### src/rtl/dcm_pkg.sv
// Shared types and constants for the down-counter sequence monitor.
// Used by down_count_monitor and its testbench.
package dcm_pkg;

    localparam int CNT_W = 4;
    localparam logic [CNT_W-1:0] WRAP_VAL = 4'hF;

    typedef enum logic [1:0] {
        SYNC  = 2'd0,
        TRACK = 2'd1,
        FAULT = 2'd2
    } dcm_state_e;

    // Predecessor of v on the 16-state down count; 0 wraps to 15.
    function automatic logic [CNT_W-1:0] dec_mod(input logic [CNT_W-1:0] v);
        return v - CNT_W'(1);
    endfunction

endpackage

### src/rtl/sat_counter.sv
// Up-counter with synchronous clear that sticks at all-ones.
// Used for the wrap and error tallies of down_count_monitor.
module sat_counter #(
    parameter int W = 8
) (
    input  logic         clk_i,
    input  logic         rst_ni,
    input  logic         clr_i,
    input  logic         inc_i,
    output logic [W-1:0] cnt_o
);

    logic [W-1:0] cnt_q;

    always_ff @(posedge clk_i or negedge rst_ni) begin
        if (!rst_ni) begin
            cnt_q <= '0;
        end else if (clr_i) begin
            cnt_q <= '0;
        end else if (inc_i && (cnt_q != '1)) begin
            cnt_q <= cnt_q + W'(1);
        end
    end

    assign cnt_o = cnt_q;

endmodule

### src/rtl/down_count_monitor.sv
// Checks that a 4-bit down counter steps by -1 mod 16, counts wraps and faults.
// Define DCM_ERR_LATCH_EN to latch the first fault (FAULT state) until clr or rst.
//
// state | meaning
// SYNC  | no reference value held; next valid sample is captured unchecked
// TRACK | reference held; each valid sample checked against last_cnt - 1
// FAULT | latched build only: mismatch seen, inputs ignored until clr/rst
module down_count_monitor
    import dcm_pkg::*;
#(
    parameter int WRAP_W = 8,
    parameter int ERR_W  = 4
) (
    input  logic              clk,
    input  logic              rst,
    input  logic [CNT_W-1:0]  cnt_in,
    input  logic              cnt_vld,
    input  logic              clr,
    output logic              locked,
    output logic [CNT_W-1:0]  last_cnt,
    output logic              wrap_pulse,
    output logic [WRAP_W-1:0] wrap_cnt,
    output logic              seq_err,
    output logic [ERR_W-1:0]  err_cnt
);

    dcm_state_e       state_q;
    logic [CNT_W-1:0] last_q;
    logic             wrap_pulse_q;
    logic             seq_err_q;

    logic match;
    logic is_wrap;
    logic check_en;
    logic wrap_inc;
    logic err_inc;

    assign match    = (cnt_in == dec_mod(last_q));
    assign is_wrap  = (last_q == '0) && (cnt_in == WRAP_VAL);
    assign check_en = !clr && cnt_vld && (state_q == TRACK);
    assign wrap_inc = check_en && match && is_wrap;
    assign err_inc  = check_en && !match;

    always_ff @(posedge clk or negedge rst) begin
        if (!rst) begin
            state_q      <= SYNC;
            last_q       <= '0;
            wrap_pulse_q <= 1'b0;
            seq_err_q    <= 1'b0;
        end else if (clr) begin
            state_q      <= SYNC;
            last_q       <= '0;
            wrap_pulse_q <= 1'b0;
            seq_err_q    <= 1'b0;
        end else begin
            wrap_pulse_q <= 1'b0;
`ifndef DCM_ERR_LATCH_EN
            seq_err_q    <= 1'b0;
`endif
            case (state_q)
                SYNC: begin
                    if (cnt_vld) begin
                        last_q  <= cnt_in;
                        state_q <= TRACK;
                    end
                end
                TRACK: begin
                    if (cnt_vld) begin
                        if (match) begin
                            last_q       <= cnt_in;
                            wrap_pulse_q <= is_wrap;
                        end else begin
                            seq_err_q <= 1'b1;
`ifdef DCM_ERR_LATCH_EN
                            state_q   <= FAULT;
`else
                            last_q    <= cnt_in;
`endif
                        end
                    end
                end
`ifdef DCM_ERR_LATCH_EN
                FAULT: begin
                    state_q <= FAULT;
                end
`endif
                default: begin
                    state_q <= SYNC;
                end
            endcase
        end
    end

    sat_counter #(.W(WRAP_W)) u_wrap_cnt (
        .clk_i  (clk),
        .rst_ni (rst),
        .clr_i  (clr),
        .inc_i  (wrap_inc),
        .cnt_o  (wrap_cnt)
    );

    sat_counter #(.W(ERR_W)) u_err_cnt (
        .clk_i  (clk),
        .rst_ni (rst),
        .clr_i  (clr),
        .inc_i  (err_inc),
        .cnt_o  (err_cnt)
    );

    assign locked     = (state_q == TRACK);
    assign last_cnt   = last_q;
    assign wrap_pulse = wrap_pulse_q;
    assign seq_err    = seq_err_q;

endmodule

### config.mk
export PLATFORM = sky130hd
export DESIGN_NAME = down_count_monitor
export DESIGN_NICKNAME = d
export VERILOG_FILES = /design/src/rtl/dcm_pkg.sv /design/src/rtl/sat_counter.sv /design/src/rtl/down_count_monitor.sv
export SDC_FILE = /design/constraint.sdc
export NUM_CORES = 1
export LEC_CHECK = 0
export CAP_MARGIN = 20
export CELL_PAD_IN_SITES_DETAIL_PLACEMENT = 0
export CELL_PAD_IN_SITES_GLOBAL_PLACEMENT = 1
export CORE_MARGIN = 2
export CORE_UTILIZATION = 40
export DETAILED_ROUTE_END_ITERATION = 6
export PLACE_DENSITY = 0.84
export SLEW_MARGIN = 20
export SYNTH_ARGS = -nofsm -noshare
export SYNTH_HDL_FRONTEND = slang
export SYNTH_SLANG_ARGS = --single-unit
### constraint.sdc
create_clock -name clk -period 5.55 [get_ports clk]
set_input_delay 0.8325 -clock clk [delete_from_list [all_inputs] [get_ports clk]]
set_output_delay 0.8325 -clock clk [all_outputs]
set_load 0.03 [all_outputs]
==> summary.md, run 1 <==
| Metric | Value |
|---|---|
| Status | finished clean |
| Min cycle time layout | 2.92 ns |
| CTS root buffer | clkbuf_4 |
| Critical Path, Cell by Cell | clkdlybuf4s50_1 > nand3b_4 > a2111oi_4 > nand3_2 > or4_1 > a21oi_1 |
| CP max stage delay | 0.73 ns |
| Slew @ Worst Pin | 0.859 ns |
| Mapped cell area | 0.00107 sq mm |
| Worst Hold Class | register to register |
| IR drop worst, VDD | 135 uV |
| Crit end category | register |
| PD cells | 193 mW/mm^2 |
| Clock sink total | 19 |
| DRC violations left | 0 |
| Pin count of the biggest net entering global routing | 20 |
| F_max | 342 MHz |
| Starting Density | 42.9% |
| Avg Cell Area, Syn | 11.0 sq um |
| R2R cell count | 7 |
| Main flop type after synthesis | dfrtp_1 |
| Final Hold Viols | 0 |
| Vias in the first global route | 798 |
| Max-Cap Viols | 0 |
| ANT cells | 0 |
| Hold Path End | u_err_cnt.cnt_o[3] |
| Vias/cell | 5.40 |
| 1st-pass router iterations | 4 |
| Setup TNS Final | 0 ns |
| Drt total wl | 2130 microns |
| Num CTS Buffers | 3 |
| Initial antenna violation count | 0 |
| Crit path kind | input port to register |
| GR Overflow Total | 0 |
| Fill cells | 231 |
| Worst hold path stage count | 1 |
| First-pass GRT wire length | 3660 microns |
| Synth Register Bits | 19 |
| Most frequent cells in the layout | clkdlybuf4s50_1 (26), dfrtp_1 (19), a21oi_1 (8), nor2_1 (8), mux2i_1 (7) |
| Critical R2R Launch | last_cnt[0] |
| Slew Limit Headroom | 42.6% |
| Yosys warning count | 0 |
| I/O pins | 27 |
| Synth Net Count | 110 |
| Routability cong. | 0.730 |
| Post-CTS sizing | 0 |
| Final antenna-violating net count | 0 |
| # setup viols final | 0 |
| Core area | 0.00250 sq mm |
| CTS tree | yes |
| Die Wd | 55.8 microns |
| GRT Total Usage | 14.8% |
| Hold_sp | u_err_cnt.cnt_o[3] |
| Dpl hpwl | 1620 microns |
| Worst-Skew Late Latency | 0.29 ns |
| Count of different cell masters after synthesis | 33 |
| Die area | 0.00311 sq mm |
| Nets | 137 |
| Htree depth | 1 |
| Final non-filler cell total | 154 |
| R2R Setup Slk | 3.27 ns |
| Clk buf depth | 2 |
| # rows | 18 |
| Post-CTS Setup Repair Bufs | 0 |
| Chip Height | 55.8 microns |
| Crit-path max FO | 18 |
| LEAKAGE | 0.576 nW |
| RSZ-0062 raised after global routing | false |
| Worst path slowest cell | clkdlybuf4s50_1 |
| Worst path required time | 5.77 ns |
| Fraction of layout cells with a size suffix above 1 | 5.65% |
| IO buf count | 26 |
| Initial DRC count | 11 |
| Final period utilization | 52.7% |
| Layout Skew | 0.00972 ns |
| Worst-path clk slew | 0.11 ns |
| Worst setup SP type | input port |
| Post-synth ARST share | 100% |
| Seq/Total Area, Yosys | 44.3% |
| Wire per inst | 13.8 microns |
| CP arrival | 3.14 ns |
| Slew Viols, Final | 0 |
| Vias | 832 |
| Post-synthesis cell count | 98 |
| Hold buffer count at cts | 0 |
| Commonest non-fill, non-tap cell in the layout | clkdlybuf4s50_1 |
| Area Overhead vs Synth | 27.0% |
| Reg2reg end | u_wrap_cnt.cnt_o[7] |
| Post-synth EDFFs | 0 |
| Placed insts | 150 |
==> cells in the mapped netlist (2+ instances only) <==
cell / instances / share of area [%]
and3_1: 2 / 1.2
xnor2_1: 4 / 3.3
nand3_1: 4 / 1.9
mux2i_1: 7 / 6.5
o21ai_0: 4 / 1.9
a21oi_1: 8 / 3.7
dfrtp_1: 19 / 44
ha_1: 4 / 4.7
and4_1: 3 / 2.4
nor2b_1: 2 / 1.2
nor2_1: 8 / 2.8
nand2_1: 4 / 1.4
nand2b_1: 3 / 1.7
inv_1: 2 / 0.70
or3_1: 4 / 2.3
buf_6: 2 / 2.1
xor2_1: 2 / 1.6
==> worst max path at each step <==
| stage | start | slack, ns | endpoint |
|---|---|---|---|
| 2_1_floorplan | clr | 3.27 | u_wrap_cnt.cnt_o[6] |
| 3_3_place_gp | clr | 2.38 | u_wrap_cnt.cnt_o[7] |
| 3_5_place_dp | clr | 2.33 | u_wrap_cnt.cnt_o[7] |
| 4_1_cts | clr | 2.64 | u_wrap_cnt.cnt_o[7] |
| 5_1_grt | clr | 2.50 | u_wrap_cnt.cnt_o[6] |
| 6_report | clr | 2.63 | u_wrap_cnt.cnt_o[7] |
==> state kept, by name (all words and copies together) (netlist names) <==
signal and count:
last_cnt 4, u_err_cnt.cnt_o 4, seq_err 1, wrap_pulse 1, state_q 1, u_wrap_cnt.cnt_o 8
==> stage by stage <==
step | cell area, sq um | power (mW) | utilization (%) | hold slack [ns] | setup WS, ns
5_1_grt | 1360 | 0.274 | 54.6 | 0.578 | 2.50
4_1_cts | 1360 | 0.266 | 54.6 | 0.551 | 2.64
6_report | 1360 | 0.264 | 54.6 | 0.539 | 2.63
2_1_floorplan | 1070 | 0.179 | - | 0.537 | 3.27
3_5_place_dp | 1340 | 0.197 | 53.5 | 0.531 | 2.33
3_3_place_gp | 1340 | 0.196 | 53.5 | 0.524 | 2.38
==> final cells by class <==
class,count,area [sq um],area share (%)
Timing Repair Buffer,26,260,19.1
Clock buffer,4,26.3,1.93
Sequential cell,19,475,34.9
Inverter,2,7.51,0.550
Multi-Input combinational cell,73,557,40.8
Tap cell,30,37.5,2.75
==> report_power, final <==
group          total [mW]  switching (mW)  internal [mW]  leakage (nW)
logic              0.0484          0.0270         0.0214         0.301
clock network      0.0701          0.0422         0.0279        0.0150
registers           0.145         0.00385          0.141         0.260
total               0.264          0.0731          0.191         0.576
==> worst max-delay path: cells and delay by family <==
family | cells | cell delay, ns
compound gates | 2 | 0.53
simple gates | 3 | 1.04
buf+inv | 1 | 0.73
==> layer usage <==
layer / global-route usage, % / wire length [microns] / vias up
met3: 2.33 / 115 / 2
met1: 19.5 / 996 / 391
li1: - / - / 409
met5: 0 / 0 / -
met4: 4.18 / 13 / 0
met2: 25.0 / 1000 / 30
==> cell families after synthesis <==
group           count (synthesis)  share of synthesized area, %
flops                          19                          44.3
fa+ha+maj                       4                          4.66
simple gates                   38                          22.6
compound gates                 17                          11.0
buf+inv                         6                          3.85
xor+xnor                        7                          7.11
mux                             7                          6.53
(Power assumes the default switching activity.)
==> run 2, diff against run 1 <==
Settings changed: CORE_UTILIZATION 40 to 37, PLACE_DENSITY 0.84 to 0.79.
Clock period 5.55 ns to 2.97 ns, I/O delays scaled along.
==> run 2 against run 1 <==
Compared with the run above:
- combinational power is 91% higher
- register-to-register slack worse by 2.6 ns
- sequential share of layout area is 0.41 points lower
- critical path depth is 1 higher
- clock power is 87% higher
- critical path type is now register to register
- utilization is 4.5 points lower
- global-route usage is 0.82 points higher
- clock-buffer cell count stayed put
- critical endpoint unchanged
- sequential power is 87% higher
- routed wire length is 5.5% higher
- die area is 7.5% higher
- non-clock buffer count is 2 higher
==> summary.md, run 2 (same netlist as run 1, synthesis figures left out) <==
| Metric | Value |
|---|---|
| Status | finished clean |
| Post-CTS Setup Repair Bufs | 0 |
| Most frequent cells in the layout | clkdlybuf4s50_1 (26), dfrtp_1 (19), a21oi_1 (8), nor2_1 (8), mux2i_1 (7) |
| Commonest non-fill, non-tap cell in the layout | clkdlybuf4s50_1 |
| Nets | 139 |
| Area Overhead vs Synth | 28.6% |
| IR drop worst, VDD | 233 uV |
| Final Hold Viols | 0 |
| Pin count of the biggest net entering global routing | 20 |
| Crit path kind | register to register |
| Clk buf depth | 2 |
| PD cells | 359 mW/mm^2 |
| DRC violations left | 0 |
| Dpl hpwl | 1680 microns |
| Die Wd | 57.9 microns |
| I/O pins | 27 |
| Layout Skew | 0.00473 ns |
| Crit end category | register |
| ANT cells | 0 |
| Starting Density | 38.9% |
| # setup viols final | 0 |
| Hold buffer count at cts | 0 |
| Slew Limit Headroom | 44.2% |
| GR Overflow Total | 0 |
| Htree depth | 1 |
| Min cycle time layout | 2.32 ns |
| Worst path required time | 3.20 ns |
| Vias in the first global route | 876 |
| Final non-filler cell total | 157 |
| Vias/cell | 5.34 |
| LEAKAGE | 0.586 nW |
| Clock sink total | 19 |
| CP arrival | 2.55 ns |
| Worst hold slack | 0.542 ns |
| Final period utilization | 78.0% |
| 1st-pass router iterations | 4 |
| # rows | 19 |
| Placed insts | 153 |
| Crit path from | last_cnt[0] |
| RSZ-0062 raised after global routing | false |
| Final antenna-violating net count | 0 |
| Worst setup SP type | register |
| Core area | 0.00276 sq mm |
| Worst Hold Class | register to register |
| Slew @ Worst Pin | 0.835 ns |
| Max-Cap Viols | 0 |
| Routability cong. | 0.807 |
| Die area | 0.00335 sq mm |
| GRT Total Usage | 15.6% |
| Register area | 475 sq um |
| F_max | 431 MHz |
| Worst-Skew Late Latency | 0.30 ns |
| CTS root buffer | clkbuf_4 |
| Max FFs per register | 8 |
| Chip Height | 57.9 microns |
| Initial antenna violation count | 0 |
| Multi-input gate area | 557 sq um |
| Worst-path clk slew | 0.11 ns |
| Hold_sp | u_err_cnt.cnt_o[0] |
| First-pass GRT wire length | 4030 microns |
| Critical R2R Launch | last_cnt[0] |
| Fraction of layout cells with a size suffix above 1 | 7.14% |
| Setup TNS Final | 0 ns |
| Slew Viols, Final | 0 |
| Fill cells | 284 |
| Vias | 839 |
| Post-CTS sizing | 0 |
| CTS tree | yes |
| Drt total wl | 2250 microns |
| Crit-path max FO | 12 |
| Initial DRC count | 27 |
| Num CTS Buffers | 3 |
| IO buf count | 26 |
| Wire per inst | 14.3 microns |
-- run 2: cell count changes in the layout (fill, tap and decap cells not counted), sizes merged --
cell / previous run / this run
buf: 0 / 2
-- run 2: critical path, cell delays in order (launching register included) --
cell and delay, ns:
dfrtp_1 0.45, inv_1 0.09, ha_1 0.22, xor3_1 0.39, nor3_4 0.22, nand3_2 0.26
or4_1 0.46, a21oi_1 0.15
-- run 2: layer usage --
metal	GRT usage, %	wire length (microns)	up-vias
li1	-	-	410
met1	19.8	1020	401
met2	26.3	1070	23
met3	2.23	114	5
met4	6.98	42	0
met5	0	0	-
-- run 2: power breakdown --
group | total, mW | switching (mW) | internal, mW | leakage, nW
combinational | 0.0926 | 0.0509 | 0.0417 | 0.311
sequential | 0.271 | 0.00683 | 0.264 | 0.260
clock | 0.131 | 0.0788 | 0.0523 | 0.0150
total | 0.495 | 0.137 | 0.358 | 0.586
-- run 2: final cells by class --
cell class | instances | share of cell area (%)
Inverter | 2 | 0.544
Tap cell | 31 | 2.81
Clock buffer | 4 | 1.90
Sequential cell | 19 | 34.5
Multi-Input combinational cell | 73 | 40.3
Timing Repair Buffer | 28 | 19.9
-- run 2: stage by stage --
step,area (sq um),total power [mW],util [%],setup slack (ns)
5_1_grt,1380,0.522,50.0,0.466
3_5_place_dp,1350,0.370,49.1,0.366
4_1_cts,1380,0.501,50.0,0.629
3_3_place_gp,1350,0.368,49.1,0.431
6_report,1380,0.495,50.0,0.652
2_1_floorplan,1070,0.334,-,0.720
-- run 2: worst paths after layout --
check	end	slack, ns	depth (start not counted)
max	u_wrap_cnt.cnt_o[7]	0.65	7
max reg2reg	u_wrap_cnt.cnt_o[7]	0.65	7
min in group asynchronous	u_wrap_cnt.cnt_o[6]	0.61	1
min reg2reg	u_err_cnt.cnt_o[0]	0.54	1
min	u_err_cnt.cnt_o[0]	0.54	1
max in group asynchronous	seq_err	1.84	1
